`config.mk`:
```
export PLATFORM = sky130hd
export DESIGN_NAME = instr_fetch
export DESIGN_NICKNAME = d
export VERILOG_FILES = /design/src/rtl/instr_fetch.sv
export SDC_FILE = /design/constraint.sdc
export NUM_CORES = 1
export LEC_CHECK = 0
export CAP_MARGIN = 20
export CORE_AREA = 2 2 66 68
export CTS_CLUSTER_DIAMETER = 100
export CTS_CLUSTER_SIZE = 25
export DETAILED_ROUTE_END_ITERATION = 8
export DIE_AREA = 0 0 68 70
export GPL_ROUTABILITY_DRIVEN = 0
export HOLD_SLACK_MARGIN = 0.15
export PLACE_DENSITY = 0.83
export SKIP_LAST_GASP = 1
export SYNTH_ARGS = -nofsm -noshare
export SYNTH_HDL_FRONTEND = slang
export SYNTH_SLANG_ARGS = --single-unit
```
`constraint.sdc`:
```
create_clock -name clk -period 2.3 [get_ports clk]
set_input_delay 0.46 -clock clk [delete_from_list [all_inputs] [get_ports clk]]
set_output_delay 0.46 -clock clk [all_outputs]
set_load 0.03 [all_outputs]
```
`src/rtl/instr_fetch.sv`:
```
// Instruction fetch: owns the PC, reads the program ROM and hands words downstream on a valid/ready handshake.
// Latency: first word is valid two edges after start, then one word per cycle while instr_ready stays high.
// Backpressure: an unaccepted word holds pc/instr/instr_pc and the ROM is simply re-read; jump flushes it.
module instr_fetch #(
    parameter int                 ADDR_W    = 8,
    parameter int                 DATA_W    = 16,
    parameter logic [ADDR_W-1:0]  RESET_PC  = '0,
    parameter logic [DATA_W-1:0]  HALT_CODE = {DATA_W{1'b1}}
) (
    input  logic              clk,
    input  logic              rst_n,
    output logic [ADDR_W-1:0] pc,
    input  logic [DATA_W-1:0] code,
    input  logic              start,
    input  logic              jump_en,
    input  logic [ADDR_W-1:0] jump_addr,
    output logic [DATA_W-1:0] instr,
    output logic [ADDR_W-1:0] instr_pc,
    output logic              instr_valid,
    input  logic              instr_ready,
    output logic              halted,
    output logic              busy
);

    typedef enum logic [1:0] {
        IDLE  = 2'd0,
        FETCH = 2'd1,
        HALT  = 2'd2
    } state_t;

    state_t state;
    logic   cap;

    // The output register is free when empty or when its word is leaving this cycle.
    assign cap    = !instr_valid || instr_ready;
    assign busy   = (state == FETCH);
    assign halted = (state == HALT) && !instr_valid;

    always_ff @(posedge clk or negedge rst_n) begin
        if (!rst_n) begin
            state       <= IDLE;
            pc          <= RESET_PC;
            instr       <= '0;
            instr_pc    <= '0;
            instr_valid <= 1'b0;
        end else begin
            case (state)
                IDLE: begin
                    if (start) begin
                        state <= FETCH;
                    end
                end
                FETCH: begin
                    if (jump_en) begin
                        pc          <= jump_addr;
                        instr_valid <= 1'b0;
                    end else if (cap) begin
                        instr       <= code;
                        instr_pc    <= pc;
                        instr_valid <= 1'b1;
                        // The halt word is delivered but the PC parks on it.
                        if (code == HALT_CODE) begin
                            state <= HALT;
                        end else begin
                            pc <= pc + 1'b1;
                        end
                    end
                end
                HALT: begin
                    if (jump_en) begin
                        pc          <= jump_addr;
                        instr_valid <= 1'b0;
                        state       <= FETCH;
                    end else if (start) begin
                        pc          <= RESET_PC;
                        instr_valid <= 1'b0;
                        state       <= FETCH;
                    end else if (instr_valid && instr_ready) begin
                        instr_valid <= 1'b0;
                    end
                end
                default: begin
                    state <= IDLE;
                end
            endcase
        end
    end

endmodule

```
# Word-level counts from Yosys, hierarchy flattened
# Cells that the tools add are included.
[totals]
ff_bits = 35
input_bits = 29
output_inout_bits = 35
word_cells = 45
[classes]
add_sub_neg = 1
n_eq_ne = 10
muxes = 18
bitwise_logic = 1
reduce_logical = 10
[op_table]
columns = ["cell", "n"]
rows = [
  ["2-to-1 mux 8 bit", 5],
  ["equality test 16 bit, second input constant", 1],
  ["one-hot mux 8 bit (2 select lines)", 1],
  ["2-to-1 mux 2 bit", 5],
  ["AND reduction 3 bit", 3],
  ["adder 8 x 1 -> 8 bit, second input constant", 1],
  ["inequality test 3 bit, second input constant", 2],
  ["one-hot mux 2 bit (3 select lines)", 1],
  ["2-to-1 mux 1 bit", 5],
  ["inequality test 2 x 1 -> 1 bit, second input constant", 2],
  ["inequality test 4 x 3 -> 1 bit, second input constant", 1],
  ["AND reduction 4 bit", 1],
  ["inequality test 3 x 2 -> 1 bit, second input constant", 1],
  ["equality test 2 x 1 -> 1 bit, second input constant", 1],
  ["equality test 2 bit, second input constant", 1],
  ["logical AND 1 bit", 2],
  ["zero test 2 bit", 1],
  ["inequality test 2 bit, second input constant", 1],
  ["one-hot mux 1 bit (2 select lines)", 1],
  ["nonzero test 2 bit", 1],
  ["zero test 1 bit", 1],
  ["logical OR 1 bit", 1],
  ["inverter 1 bit", 1],
]

# Longest topological paths before layout
[depth]
depth_word = 5
mapped_depth = 9
depth_no_buf = 6

# Worst setup path before layout
# OpenSTA, ideal clock, no wires.
[synth_timing]
path_type = "register -> register"
start = "register state[1]"
end = "register state[1]"
setup_time_ns = 0.104
arrival_ns = 1.963
t_required_ns = 2.196
path_slack_ns = 0.233
stages_incl_launch_ff = 9
path_buffers = 2
synth_period_minus_slack_ns = 2.067
cell_sequence = "dfrtp_1 > inv_1 > ha_1 > nand2b_1 > buf_6 > nand2b_1 > buf_2 > or3_1 > a221oi_1"
[synth_via]
elab_chain_len = 3
word_cells_on_any_way = 10
classes_between = "eq/ne (5); mux (3); reduce/logical (2)"
[synth_lines]
columns = ["element", "line_no", "text"]
rows = [
  ["start: declaration", "31", "state_t state;"],
  ["start signal: assignment", "41", "state <= IDLE;"],
  ["start signal: assignment", "50", "state <= FETCH;"],
  ["start signal: assignment", "63", "state <= HALT;"],
  ["equality test 2 x 1 -> 1 bit (*)", "--", ""],
  ["named net busy", "22", "output logic busy"],
  ["inequality test 2 x 1 -> 1 bit (no source line) or inequality test 2 bit (tied branches)", "--", ""],
  ["AND reduction 3 bit (no source line)", "--", ""],
]
# The timed path passes the listed nets; every way through them passes the cells marked *.
# A chain may end at the register's enable or synchronous reset.

# Worst setup path after layout
[layout_timing]
start = "register state[1]"
end = "output port busy"
[layout_via]
elab_chain_len = 1
[layout_lines]
columns = ["element", "line_no", "text"]
rows = [
  ["equality test 2 x 1 -> 1 bit", "36", "assign busy = (state == FETCH);"],
  ["end: declaration", "22", ""],
]
# No other way between the ends.

==> impl_metrics.json <==
{
  "status": "finished clean",
  "worst_slew_pin_slew_ns": 0.443,
  "track_usage_pct": 19.2,
  "cts_setup_buffers": 0,
  "power_leakage_nw": 1.07,
  "design.die.area_mm2": 0.00476,
  "drt-vias-per-instance": 5.35,
  "critPathMaxFanout": 5,
  "start_kind": "register",
  "synth.mux.area_fraction_pct": 16.9,
  "dp_hpwl_mm": 3.14,
  "drt-initial-drc-count": 52,
  "path_delay_family": "buffers and inverters",
  "avgRoutedWirePerCell_um": 15.2,
  "io_buffers": 63,
  "max_freq_ghz": 0.446,
  "grt_pass1_vias": 1469,
  "rsz0062_at_grt": "false",
  "syn_nets": 179,
  "synth_top_area_cell": "dfrtp_1",
  "synth_cells": 145,
  "finalNetCount": 256,
  "die_w_um": 68,
  "ant_nets": 0,
  "synthAdderAreaFrac_pct": 3.62,
  "place_inst": 267,
  "clkTransAtPathRegs_ns": 0.07,
  "cp.arrival_ns": 1.78,
  "critPathBufInv": 2,
  "fin_skew_ns": 0.00676,
  "post-route-period-util_pct": 97.4,
  "cts_buffers": 5,
  "synth_compound_area_share_pct": 14.3,
  "grt_max_degree": 36,
  "num_io_pins": 64,
  "synthFlopType": "dfrtp_1",
  "critical_path_class": "register to primary output",
  "hold_viol": 0,
  "yosys_warnings": 0,
  "tns_ns": 0,
  "grt_pass1_wl_mm": 6.82,
  "cts_tree": "done",
  "worstPathCellList": "inv_1 > ha_1 > clkdlybuf4s50_1",
  "hp-class": "register to register",
  "busiest_layer": "met2",
  "synth-seq-cells": 35,
  "area_delta_synth_final_pct": 48.7,
  "start_util_pct": 41.8,
  "yosys.area_share.simple_pct": 11.1,
  "final_cells": 275,
  "max-slew-margin-rel_pct": 70.4,
  "ir_worst_vdd_uv": 628,
  "async_flop_share_pct": 100,
  "die_y_um": 70,
  "synth_top_family_by_area": "multiplexers",
  "cts_root_buf": "clkbuf_8",
  "max_stage_delay_ns": 0.71,
  "globalRouteOverflowTotal": 0,
  "holdBufCountCts": 0,
  "synth.top_cells.by_area": "dfrtp_1 51%, mux2_2 17%, ha_1 3.6%",
  "maxCapViolCount": 0,
  "seq_area_frac_synth_pct": 50.6,
  "synth_most_common_cell": "dfrtp_1",
  "cts_buffer_depth": 2,
  "clkLatencyLatePin_ns": 0.29,
  "use_met3_pct": 4.99,
  "cts.sinks": 35,
  "ff2ff_setup_slack_ns": 0.39,
  "ys_types": 34,
  "crit_slowest_cell": "clkdlybuf4s50_1",
  "cp.required_ns": 1.84,
  "antennaDiodeCount": 0,
  "fp-row-count": 24,
  "period_needed_ns": 2.24,
  "synthTopCellsByCount": "35 x dfrtp_1, 26 x mux2_2, 8 x nand2_1",
  "critPathCaptureType": "primary output",
  "synth_edf_count": 0,
  "powerDensity_mw_per_mm2": 1400,
  "drtPass1Iterations": 4,
  "drc": 0,
  "drive_gt1_share_pct": 22.9,
  "routed-via-count": 1470,
  "antenna_found_initial": 0,
  "synth_top_area_share_pct": 50.6,
  "use_met2_pct": 29.9,
  "wirelength_mm": 4.17,
  "htreeDepth": 2,
  "core_mm2": 0.00414,
  "syn_avg_cell_area_um2": 11.9,
  "post_cts_resized": 0,
  "met1_usage_pct": 24.9,
  "drv_slew": 0,
  "synth-xor-area-share_pct": 0,
  "syn-cell-area_mm2": 0.00173,
  "finalSetupViolCount": 0,
  "fill_cells": 344
}
## per-layer routing
metal	share of wire [%]	wire (µm)
met5	0	0
met4	1.7	70
met3	5.5	231
met2	50	2070
met1	43	1800
## stage by stage
step | utilization [%] | power (mW) | hold slack, ns | setup WS, ns | area, µm²
floorplan | - | 2.32 | 0.164 | 0.233 | 1730
global placement | 60.0 | 3.15 | 0.467 | -0.104 | 2490
detailed placement | 60.0 | 3.20 | 0.475 | -0.171 | 2490
CTS | 62.0 | 3.63 | 0.491 | 0.0257 | 2570
global route | 62.1 | 3.81 | 0.525 | 0.00151 | 2570
finish | 62.1 | 3.61 | 0.485 | 0.0603 | 2570
## power breakdown
group | switching (mW) | internal, mW
sequential | 0.235 | 0.914
clock | 0.221 | 0.207
combinational | 1.07 | 0.963
## final cells by class
class / instances / area (µm²) / area share, %
Clock buffer: 5 / 68.8 / 2.68
Clock inverter: 3 / 15.0 / 0.584
Inverter: 4 / 15.0 / 0.584
Multi-Input combinational cell: 99 / 795 / 30.9
Sequential cell: 35 / 876 / 34.0
Tap cell: 52 / 65.1 / 2.53
Timing Repair Buffer: 77 / 738 / 28.7
## flip-flops by register name, summed over array words and instances, names as in the netlist
name,count
pc,8
instr,16
instr_valid,1
instr_pc,8
state,2
## worst paths after layout
path,start,endpoint,cells past startpoint
min in group asynchronous,rst_n,instr_valid,2
worst min register to register,instr_pc[2],instr_pc[2],2
worst max register to register,state[0],pc[7],7
max in group asynchronous,rst_n,pc[0],2
worst min-delay path,instr_pc[2],instr_pc[2],2
worst max-delay path,state[1],busy,3
## tightest hold or removal path: cells and delay by family (launching register included)
family          cells  cell delay, ns
flops               1            0.35
compound gates      1            0.06
simple gates        1            0.05
## cells in the final DEF (no fill, tap or decap), drive strengths merged, types with 2 or more instances in the layout
master | synthesis | final
mux2 | 26 | 26
o2bb2ai | 5 | 5
dfrtp | 35 | 35
ha | 5 | 5
nand2 | 8 | 8
a21oi | 5 | 5
o211ai | 5 | 5
nor4 | 2 | 2
or3 | 2 | 2
nand2b | 4 | 4
or4 | 3 | 3
nand4 | 5 | 5
o21ai | 7 | 7
buf | 5 | 14
inv | 4 | 4
nor2 | 2 | 2
nor2b | 2 | 2
clkinv | 0 | 3
a211oi | 2 | 2
nor3 | 2 | 2
clkdlybuf4s50 | 0 | 62
nand3 | 4 | 4
clkbuf | 2 | 5
## cell families (layout without fill, tap and decap cells)
kind of cell,count (synthesis),in the layout
fa+ha+maj,5,5
simple gates,35,35
compound gates,33,33
mux,26,26
buf+inv,11,89
flops,35,35
Note: power is estimated with default switching activity, not from simulation.
